### src/rtl/holy_axil_pkg.sv
// Shared types and constants for the holy_axil_master AXI-Lite initiator:
// FSM state encoding, AXI response codes and default bus widths.
package holy_axil_pkg;

    localparam int unsigned ADDR_W_DEFAULT = 32;
    localparam int unsigned DATA_W_DEFAULT = 32;

    localparam logic [1:0] RESP_OKAY   = 2'b00;
    localparam logic [1:0] RESP_EXOKAY = 2'b01;
    localparam logic [1:0] RESP_SLVERR = 2'b10;
    localparam logic [1:0] RESP_DECERR = 2'b11;

    typedef enum logic [2:0] {
        StIdle  = 3'd0,
        StWrite = 3'd1,
        StWaitB = 3'd2,
        StRead  = 3'd3,
        StWaitR = 3'd4,
        StResp  = 3'd5
    } axil_state_e;

    function automatic logic resp_is_err(input logic [1:0] resp);
        return (resp == RESP_SLVERR) || (resp == RESP_DECERR);
    endfunction

endpackage

### src/rtl/holy_axil_master.sv
// Single-outstanding AXI-Lite initiator turning a valid/ready client request into one
// read or write transaction. Optional debug counters under `HOLY_AXIL_STATS_EN.
module holy_axil_master
    import holy_axil_pkg::*;
#(
    parameter int unsigned ADDR_W = ADDR_W_DEFAULT,
    parameter int unsigned DATA_W = DATA_W_DEFAULT
) (
    input  logic                  clk,
    input  logic                  rst,

    input  logic                  req_valid,
    output logic                  req_ready,
    input  logic                  req_we,
    input  logic [ADDR_W-1:0]     req_addr,
    input  logic [DATA_W-1:0]     req_wdata,
    input  logic [DATA_W/8-1:0]   req_wstrb,

    output logic                  rsp_valid,
    input  logic                  rsp_ready,
    output logic [DATA_W-1:0]     rsp_rdata,
    output logic                  rsp_err,

    output logic [ADDR_W-1:0]     m_axi_awaddr,
    output logic                  m_axi_awvalid,
    input  logic                  m_axi_awready,
    output logic [DATA_W-1:0]     m_axi_wdata,
    output logic [DATA_W/8-1:0]   m_axi_wstrb,
    output logic                  m_axi_wvalid,
    input  logic                  m_axi_wready,
    input  logic [1:0]            m_axi_bresp,
    input  logic                  m_axi_bvalid,
    output logic                  m_axi_bready,
    output logic [ADDR_W-1:0]     m_axi_araddr,
    output logic                  m_axi_arvalid,
    input  logic                  m_axi_arready,
    input  logic [DATA_W-1:0]     m_axi_rdata,
    input  logic [1:0]            m_axi_rresp,
    input  logic                  m_axi_rvalid,
    output logic                  m_axi_rready
`ifdef HOLY_AXIL_STATS_EN
    ,
    output logic [2:0]            dbg_state,
    output logic [15:0]           dbg_wr_cnt,
    output logic [15:0]           dbg_rd_cnt,
    output logic [15:0]           dbg_err_cnt
`endif
);

    axil_state_e state_q, state_d;

    logic req_ready_q, req_ready_d;
    logic awvalid_q, awvalid_d;
    logic wvalid_q, wvalid_d;
    logic arvalid_q, arvalid_d;
    logic bready_q, bready_d;
    logic rready_q, rready_d;
    logic aw_done_q, aw_done_d;
    logic w_done_q, w_done_d;
    logic err_q, err_d;

    logic [ADDR_W-1:0]   addr_q, addr_d;
    logic [DATA_W-1:0]   wdata_q, wdata_d;
    logic [DATA_W/8-1:0] wstrb_q, wstrb_d;
    logic [DATA_W-1:0]   rdata_q, rdata_d;

    logic req_fire, aw_fire, w_fire, b_fire, ar_fire, r_fire;

    assign req_fire = req_valid && req_ready_q;
    assign aw_fire  = awvalid_q && m_axi_awready;
    assign w_fire   = wvalid_q && m_axi_wready;
    assign b_fire   = bready_q && m_axi_bvalid;
    assign ar_fire  = arvalid_q && m_axi_arready;
    assign r_fire   = rready_q && m_axi_rvalid;

    always_comb begin
        state_d     = state_q;
        awvalid_d   = awvalid_q;
        wvalid_d    = wvalid_q;
        arvalid_d   = arvalid_q;
        bready_d    = bready_q;
        rready_d    = rready_q;
        aw_done_d   = aw_done_q;
        w_done_d    = w_done_q;
        err_d       = err_q;
        addr_d      = addr_q;
        wdata_d     = wdata_q;
        wstrb_d     = wstrb_q;
        rdata_d     = rdata_q;
        req_ready_d = 1'b0;

        unique case (state_q)
            StIdle: begin
                if (req_fire) begin
                    addr_d  = req_addr;
                    wdata_d = req_wdata;
                    wstrb_d = req_wstrb;
                    if (req_we) begin
                        awvalid_d = 1'b1;
                        wvalid_d  = 1'b1;
                        aw_done_d = 1'b0;
                        w_done_d  = 1'b0;
                        state_d   = StWrite;
                    end else begin
                        arvalid_d = 1'b1;
                        state_d   = StRead;
                    end
                end
            end
            StWrite: begin
                // AW and W complete independently, in any order.
                if (aw_fire) begin
                    awvalid_d = 1'b0;
                    aw_done_d = 1'b1;
                end
                if (w_fire) begin
                    wvalid_d = 1'b0;
                    w_done_d = 1'b1;
                end
                if (aw_done_d && w_done_d) begin
                    bready_d = 1'b1;
                    state_d  = StWaitB;
                end
            end
            StWaitB: begin
                if (b_fire) begin
                    bready_d = 1'b0;
                    rdata_d  = '0;
                    err_d    = resp_is_err(m_axi_bresp);
                    state_d  = StResp;
                end
            end
            StRead: begin
                if (ar_fire) begin
                    arvalid_d = 1'b0;
                    rready_d  = 1'b1;
                    state_d   = StWaitR;
                end
            end
            StWaitR: begin
                if (r_fire) begin
                    rready_d = 1'b0;
                    rdata_d  = m_axi_rdata;
                    err_d    = resp_is_err(m_axi_rresp);
                    state_d  = StResp;
                end
            end
            StResp: begin
                if (rsp_ready) begin
                    state_d = StIdle;
                end
            end
            default: state_d = StIdle;
        endcase

        // Registered so ready rises one cycle after reset release or response retirement.
        req_ready_d = (state_d == StIdle);
    end

    always_ff @(posedge clk or posedge rst) begin
        if (rst) begin
            state_q     <= StIdle;
            req_ready_q <= 1'b0;
            awvalid_q   <= 1'b0;
            wvalid_q    <= 1'b0;
            arvalid_q   <= 1'b0;
            bready_q    <= 1'b0;
            rready_q    <= 1'b0;
            aw_done_q   <= 1'b0;
            w_done_q    <= 1'b0;
            err_q       <= 1'b0;
            addr_q      <= '0;
            wdata_q     <= '0;
            wstrb_q     <= '0;
            rdata_q     <= '0;
        end else begin
            state_q     <= state_d;
            req_ready_q <= req_ready_d;
            awvalid_q   <= awvalid_d;
            wvalid_q    <= wvalid_d;
            arvalid_q   <= arvalid_d;
            bready_q    <= bready_d;
            rready_q    <= rready_d;
            aw_done_q   <= aw_done_d;
            w_done_q    <= w_done_d;
            err_q       <= err_d;
            addr_q      <= addr_d;
            wdata_q     <= wdata_d;
            wstrb_q     <= wstrb_d;
            rdata_q     <= rdata_d;
        end
    end

    assign req_ready     = req_ready_q;
    assign rsp_valid     = (state_q == StResp);
    assign rsp_rdata     = rdata_q;
    assign rsp_err       = err_q;

    assign m_axi_awaddr  = addr_q;
    assign m_axi_awvalid = awvalid_q;
    assign m_axi_wdata   = wdata_q;
    assign m_axi_wstrb   = wstrb_q;
    assign m_axi_wvalid  = wvalid_q;
    assign m_axi_bready  = bready_q;
    assign m_axi_araddr  = addr_q;
    assign m_axi_arvalid = arvalid_q;
    assign m_axi_rready  = rready_q;

`ifdef HOLY_AXIL_STATS_EN
    logic [15:0] wr_cnt_q, wr_cnt_d;
    logic [15:0] rd_cnt_q, rd_cnt_d;
    logic [15:0] err_cnt_q, err_cnt_d;

    always_comb begin
        wr_cnt_d  = wr_cnt_q;
        rd_cnt_d  = rd_cnt_q;
        err_cnt_d = err_cnt_q;
        if (b_fire && (wr_cnt_q != 16'hFFFF)) begin
            wr_cnt_d = wr_cnt_q + 16'd1;
        end
        if (r_fire && (rd_cnt_q != 16'hFFFF)) begin
            rd_cnt_d = rd_cnt_q + 16'd1;
        end
        if (((b_fire && resp_is_err(m_axi_bresp)) || (r_fire && resp_is_err(m_axi_rresp)))
            && (err_cnt_q != 16'hFFFF)) begin
            err_cnt_d = err_cnt_q + 16'd1;
        end
    end

    always_ff @(posedge clk or posedge rst) begin
        if (rst) begin
            wr_cnt_q  <= '0;
            rd_cnt_q  <= '0;
            err_cnt_q <= '0;
        end else begin
            wr_cnt_q  <= wr_cnt_d;
            rd_cnt_q  <= rd_cnt_d;
            err_cnt_q <= err_cnt_d;
        end
    end

    assign dbg_state   = state_q;
    assign dbg_wr_cnt  = wr_cnt_q;
    assign dbg_rd_cnt  = rd_cnt_q;
    assign dbg_err_cnt = err_cnt_q;
`endif

endmodule
### config.mk
export PLATFORM = sky130hd
export DESIGN_NAME = holy_axil_master
export DESIGN_NICKNAME = d
export VERILOG_FILES = /design/src/rtl/holy_axil_pkg.sv /design/src/rtl/holy_axil_master.sv
export SDC_FILE = /design/constraint.sdc
export NUM_CORES = 1
export LEC_CHECK = 0
export BUFFER_PORTS_ARGS = -buffer_cell sky130_fd_sc_hd__buf_2
export CAP_MARGIN = 15
export CORE_ASPECT_RATIO = 1.75
export CORE_MARGIN = 2
export CORE_UTILIZATION = 30
export CTS_BUF_LIST = sky130_fd_sc_hd__clkbuf_4 sky130_fd_sc_hd__clkbuf_8 sky130_fd_sc_hd__clkbuf_16
export DETAILED_ROUTE_END_ITERATION = 6
export GPL_TIMING_DRIVEN = 0
export SLEW_MARGIN = 10
export SYNTH_ARGS = -nofsm -noshare
export SYNTH_HDL_FRONTEND = slang
export SYNTH_SLANG_ARGS = --single-unit
### constraint.sdc
create_clock -name clk -period 4.1 [get_ports clk]
set_input_delay 0.82 -clock clk [delete_from_list [all_inputs] [get_ports clk]]
set_output_delay 0.82 -clock clk [all_outputs]
set_load 0.1 [all_outputs]
# After elaboration in Yosys (flattened, before gate mapping)
# Cells that the tools add are included.
op_classes:
  eq_ne: 18
  muxes: 38
  reduce_logical: 24
ops:
  columns: ["op", "n"]
  rows:
  - ["two-way mux 32 bit", 2]
  - ["one-hot mux 32 bit (2 select lines)", 1]
  - ["two-way mux 1 bit", 19]
  - ["two-way mux 3 bit", 6]
  - ["inequality test 2 bit (second input constant)", 9]
  - ["one-hot mux 3 bit (6 select lines)", 1]
  - ["one-hot mux 1 bit (2 select lines)", 8]
  - ["AND reduction 3 bit", 4]
  - ["AND reduction 4 bit", 3]
  - ["nonzero test 2 bit", 5]
  - ["equality test 2 bit (second input constant)", 4]
  - ["logical AND 1 bit", 7]
  - ["equality test 3 x 2 -> 1 bit (second input constant)", 2]
  - ["equality test 3 bit (second input constant)", 2]
  - ["logical NOT 3 bit", 2]
  - ["equality test 3 x 1 -> 1 bit (second input constant)", 1]
  - ["logical OR 1 bit", 2]
  - ["two-way mux 2 bit", 1]
  - ["AND reduction 2 bit", 1]
totals:
  regBits: 112
  output_inout_bits: 140

# Logic depth before layout (Yosys ltp)
logic_depth:
  ltp_word: 7
  mapped_depth: 7
  mapped_depth_nobuf: 4

# Least setup slack after synthesis
# No wires, ideal clock.
synth_timing:
  kind: "register to output"
  startpoint: "register addr_q[0] (netlist: m_axi_araddr[0])"
  endpoint: "output m_axi_awaddr[0]"
  t_arrival_ns: 1.340
  t_required_ns: 3.280
  path_slack_ns: 1.940
  path_stages_with_launch: 2
  path_buffers: 1
  path_cell_list: "dfrtp_1 > buf_4"
synth_rtl:
  columns: ["element", "line_no", "source"]
  rows:
  - ["start, declared", "holy_axil_master.sv:62", "logic [ADDR_W-1:0] addr_q, addr_d;"]
  - ["start signal, assigned", "holy_axil_master.sv:187", "addr_q <= addr_d;"]
  - ["end, declared", "holy_axil_master.sv:24", "output logic [ADDR_W-1:0] m_axi_awaddr,"]
# No word-level cell between the ends.

# Worst setup path in the final report
layout_timing:
  startpoint: "register state_q[1]"
  endpoint: "output rsp_valid"
layout_via:
  elab_chain_cells: 1
layout_lines:
  columns: ["element", "line_no", "source"]
  rows:
  - ["start, declared", "holy_axil_master.sv:50", "axil_state_e state_q, state_d;"]
  - ["start signal, assigned", "holy_axil_master.sv:162", "state_q <= StIdle;"]
  - ["start signal, assigned", "holy_axil_master.sv:177", "state_q <= state_d;"]
  - ["equality test 3 bit", "holy_axil_master.sv:195", "assign rsp_valid = (state_q == StResp);"]
  - ["end, declared", "holy_axil_master.sv:19", "output logic rsp_valid,"]
# No other way between the ends.

==> results.toml <==
[outcome]
status = "finished clean"

[timing]
finalCriticalPeriod_ns = 2.35
slew_violations = 0
hold_violations = 0
period_share = 0.574
relSlewSlack = 0.620
fin_ws_ns = 1.75
rsz0062_at_grt = "no"
finClkSkew_ns = 0.0122
setup_viol = 0
hold_ws_ns = 0.490
fmax_mhz = 425
worst_pin_slew_ns = 0.569

[floorplanning]
initial_core_util = 0.304
fp.dieH_um = 174
io_pins = 254
num_rows = 62
die_w_um = 101
core_um2 = 16300
die_area_um2 = 17600

[yosys]
syn_area_per_cell_um2 = 12.9
netlist.area_leader.share = 0.566
ys_warn_count = 0
synth-main-ff-cell = "dfrtp_1"
synth_edf_count = 0
ys_ff_latch = 112
synthTopCellsByArea = "dfrtp_1 (57%), mux2_4 (20%), nand2_1 (5.8%)"
synth_cell_type_count = 31
yosysSeqAreaShare = 0.566
postSynthCellCount = 383
async_reset_ff_frac = 1.00
synthesis.nets = 497
synthesis.area_um2 = 4960
synth.most_common_cell = "dfrtp_1"
synth_top_area_cell = "dfrtp_1"
synthTopCellsByCount = "dfrtp_1 (112), nand2_1 (76), mux2_4 (66), buf_4 (32), o21ai_1 (30)"

[global_routing]
grt_max_degree = 58
grt_pass1_wl_um = 20000
antenna_found_initial = 0
grt_pass1_vias = 4066
track_usage = 0.143
overflow = 0

[clock_tree]
worst_skew_pair.late_latency_ns = 0.35
cts-resized-gates = 0
cts_made_buffers = 9
post_cts_buffers = 0
cts_root_buf = "clkbuf_16"
cts_sinks = 112
cts_max_path_buffers = 2
ctsHoldBuffers = 0
htreeDepth = 3
clk_pin_slew_worst_paths_ns = 0.08
cts_tree = "done"

[layout]
nets = 760
design_area_um2 = 6790
drive_above_1_share = 0.599
fin_cells = 843
n_antenna_cell = 0
fillerInstances = 1555
syn_to_final_growth_pct = 37.0

[routing]
drc_errors = 0
dr_total_vias = 3860
detail-route-antenna-nets = 0
routedWlPerCell_um = 15.1
drt_iter0_markers = 110
finalWirelength_um = 12800
via_per_inst = 4.58
drt-pass1-iter-count = 4

[pwr]
p_leak_nw = 3.82
ir_drop_uv = 179
power_density_nw_per_um2 = 305

[setup_path]
cp-end-kind = "output port"
cp_slowest_stage_delay_ns = 0.48
path_cells = "inv_1 -> nand3_1 -> inv_1 -> buf_2"
crit_top_cell = "inv_1"
cp_slowest_cell = "dfrtp_1"
path_max_fanout = 8
cp-start-kind = "flop"
crit_buf_inv = 3
cp.arrival_ns = 1.53
crit_type = "flop to output port"
cp_top_family = "buffers and inverters"
cp.required_ns = 3.28

[place]
place_congestion = 0.817
dp_hpwl_um = 9990
dpl.cell_count = 827
dp_slack_ns = 2.13
port_buffers = 251
dpl_cell_area_um2 = 6480

[flow_run]
maxCapViolCount = 0

[min_path]
min_path_type = "flop to flop"
==> cell usage in the layout, fill, tap and decap left out, types with 2 or more instances in the layout <==
| master | Yosys | layout |
|---|---|---|
| buf_4 | 32 | 32 |
| buf_6 | 2 | 2 |
| clkbuf_16 | 0 | 9 |
| a21oi_1 | 5 | 5 |
| nand2_1 | 76 | 76 |
| o21ai_0 | 9 | 9 |
| nand3_1 | 2 | 2 |
| buf_8 | 6 | 6 |
| mux2_1 | 2 | 2 |
| nor2_1 | 4 | 4 |
| mux2_4 | 66 | 66 |
| clkbuf_1 | 2 | 2 |
| nor3b_1 | 2 | 2 |
| clkinv_4 | 0 | 2 |
| inv_1 | 4 | 3 |
| a21o_1 | 2 | 2 |
| a31oi_1 | 2 | 2 |
| buf_2 | 10 | 261 |
| dfrtp_1 | 112 | 112 |
| inv_8 | 0 | 2 |
| o21ai_1 | 30 | 30 |
| nand4b_1 | 3 | 3 |
==> final cells by class <==
cell class                 instances  area (µm²)  share of cell area
multi-input combinational        214        1710               0.252
buffer                            53         430              0.0634
timing repair buffer             252        1280               0.189
clock buffer                      10         239              0.0352
inverter                           4        20.0             0.00295
clock inverter                     6        63.8             0.00940
tap                              192         240              0.0354
sequential                       112        2800               0.413
==> worst paths after layout <==
check                      slack, ns                    endpoint                     start  cells after the start
max reg2reg                     2.35  m_axi_wstrb[0]$_DFFE_PP0P_      state_q[1]$_DFF_PP0_                      5
min                             0.49    rsp_rdata[4]$_DFFE_PP0P_  rsp_rdata[4]$_DFFE_PP0P_                      2
max                             1.75                   rsp_valid      state_q[1]$_DFF_PP0_                      4
max in group asynchronous       2.92  m_axi_wstrb[0]$_DFFE_PP0P_                       rst                      3
min in group asynchronous       0.51  m_axi_wdata[0]$_DFFE_PP0P_                       rst                      2
min reg2reg                     0.49    rsp_rdata[4]$_DFFE_PP0P_  rsp_rdata[4]$_DFFE_PP0P_                      2
==> power breakdown <==
group	total, W	leakage (nW)	internal, W	switching (W)
sequential	0.00110	1.56	0.00110	0.000000210
combinational	0.0000866	2.12	0.0000439	0.0000427
clock	0.000880	0.145	0.000446	0.000434
total	0.00207	3.82	0.00159	0.000477
==> per-layer routing <==
| layer | part of all wire | vias to the layer above | GRT usage | routed length [µm] |
|---|---|---|---|---|
| met5 | 0 | - | 0 | 0 |
| met4 | 0.027 | 0 | 0.0569 | 350 |
| met3 | 0.064 | 26 | 0.0354 | 819 |
| li1 | - | 1780 | - | - |
| met2 | 0.55 | 174 | 0.272 | 7010 |
| met1 | 0.36 | 1880 | 0.144 | 4590 |
==> cells by family after synthesis <==
logic type | Yosys count | synth area share
flops | 112 | 0.566
simple gates | 93 | 0.0800
mux | 69 | 0.207
buf+inv | 57 | 0.0899
compound gates | 52 | 0.0581
==> metrics by stage <==
stage          TNS (ns)  power (W)  utilization
2_1_floorplan         0    0.00115            -
3_3_place_gp     -97.62    0.00121        0.396
3_5_place_dp          0    0.00122        0.398
4_1_cts               0    0.00212        0.417
5_1_grt               0    0.00217        0.417
6_report              0    0.00207        0.417
==> worst register-to-register path: cells and delay by family, from the launching register on <==
| kind | cells | cell delay (ns) |
|---|---|---|
| buffers and inverters | 2 | 0.38 |
| DFF | 1 | 0.48 |
| muxes | 1 | 0.32 |
| and+or+nand+nor | 2 | 0.45 |
==> flip-flops by register name, indices dropped and copies added (netlist names), 3 cells and up <==
register      flops
m_axi_araddr     32
m_axi_wdata      32
m_axi_wstrb       4
rsp_rdata        32
state_q           3
(Power assumes the default switching activity.)
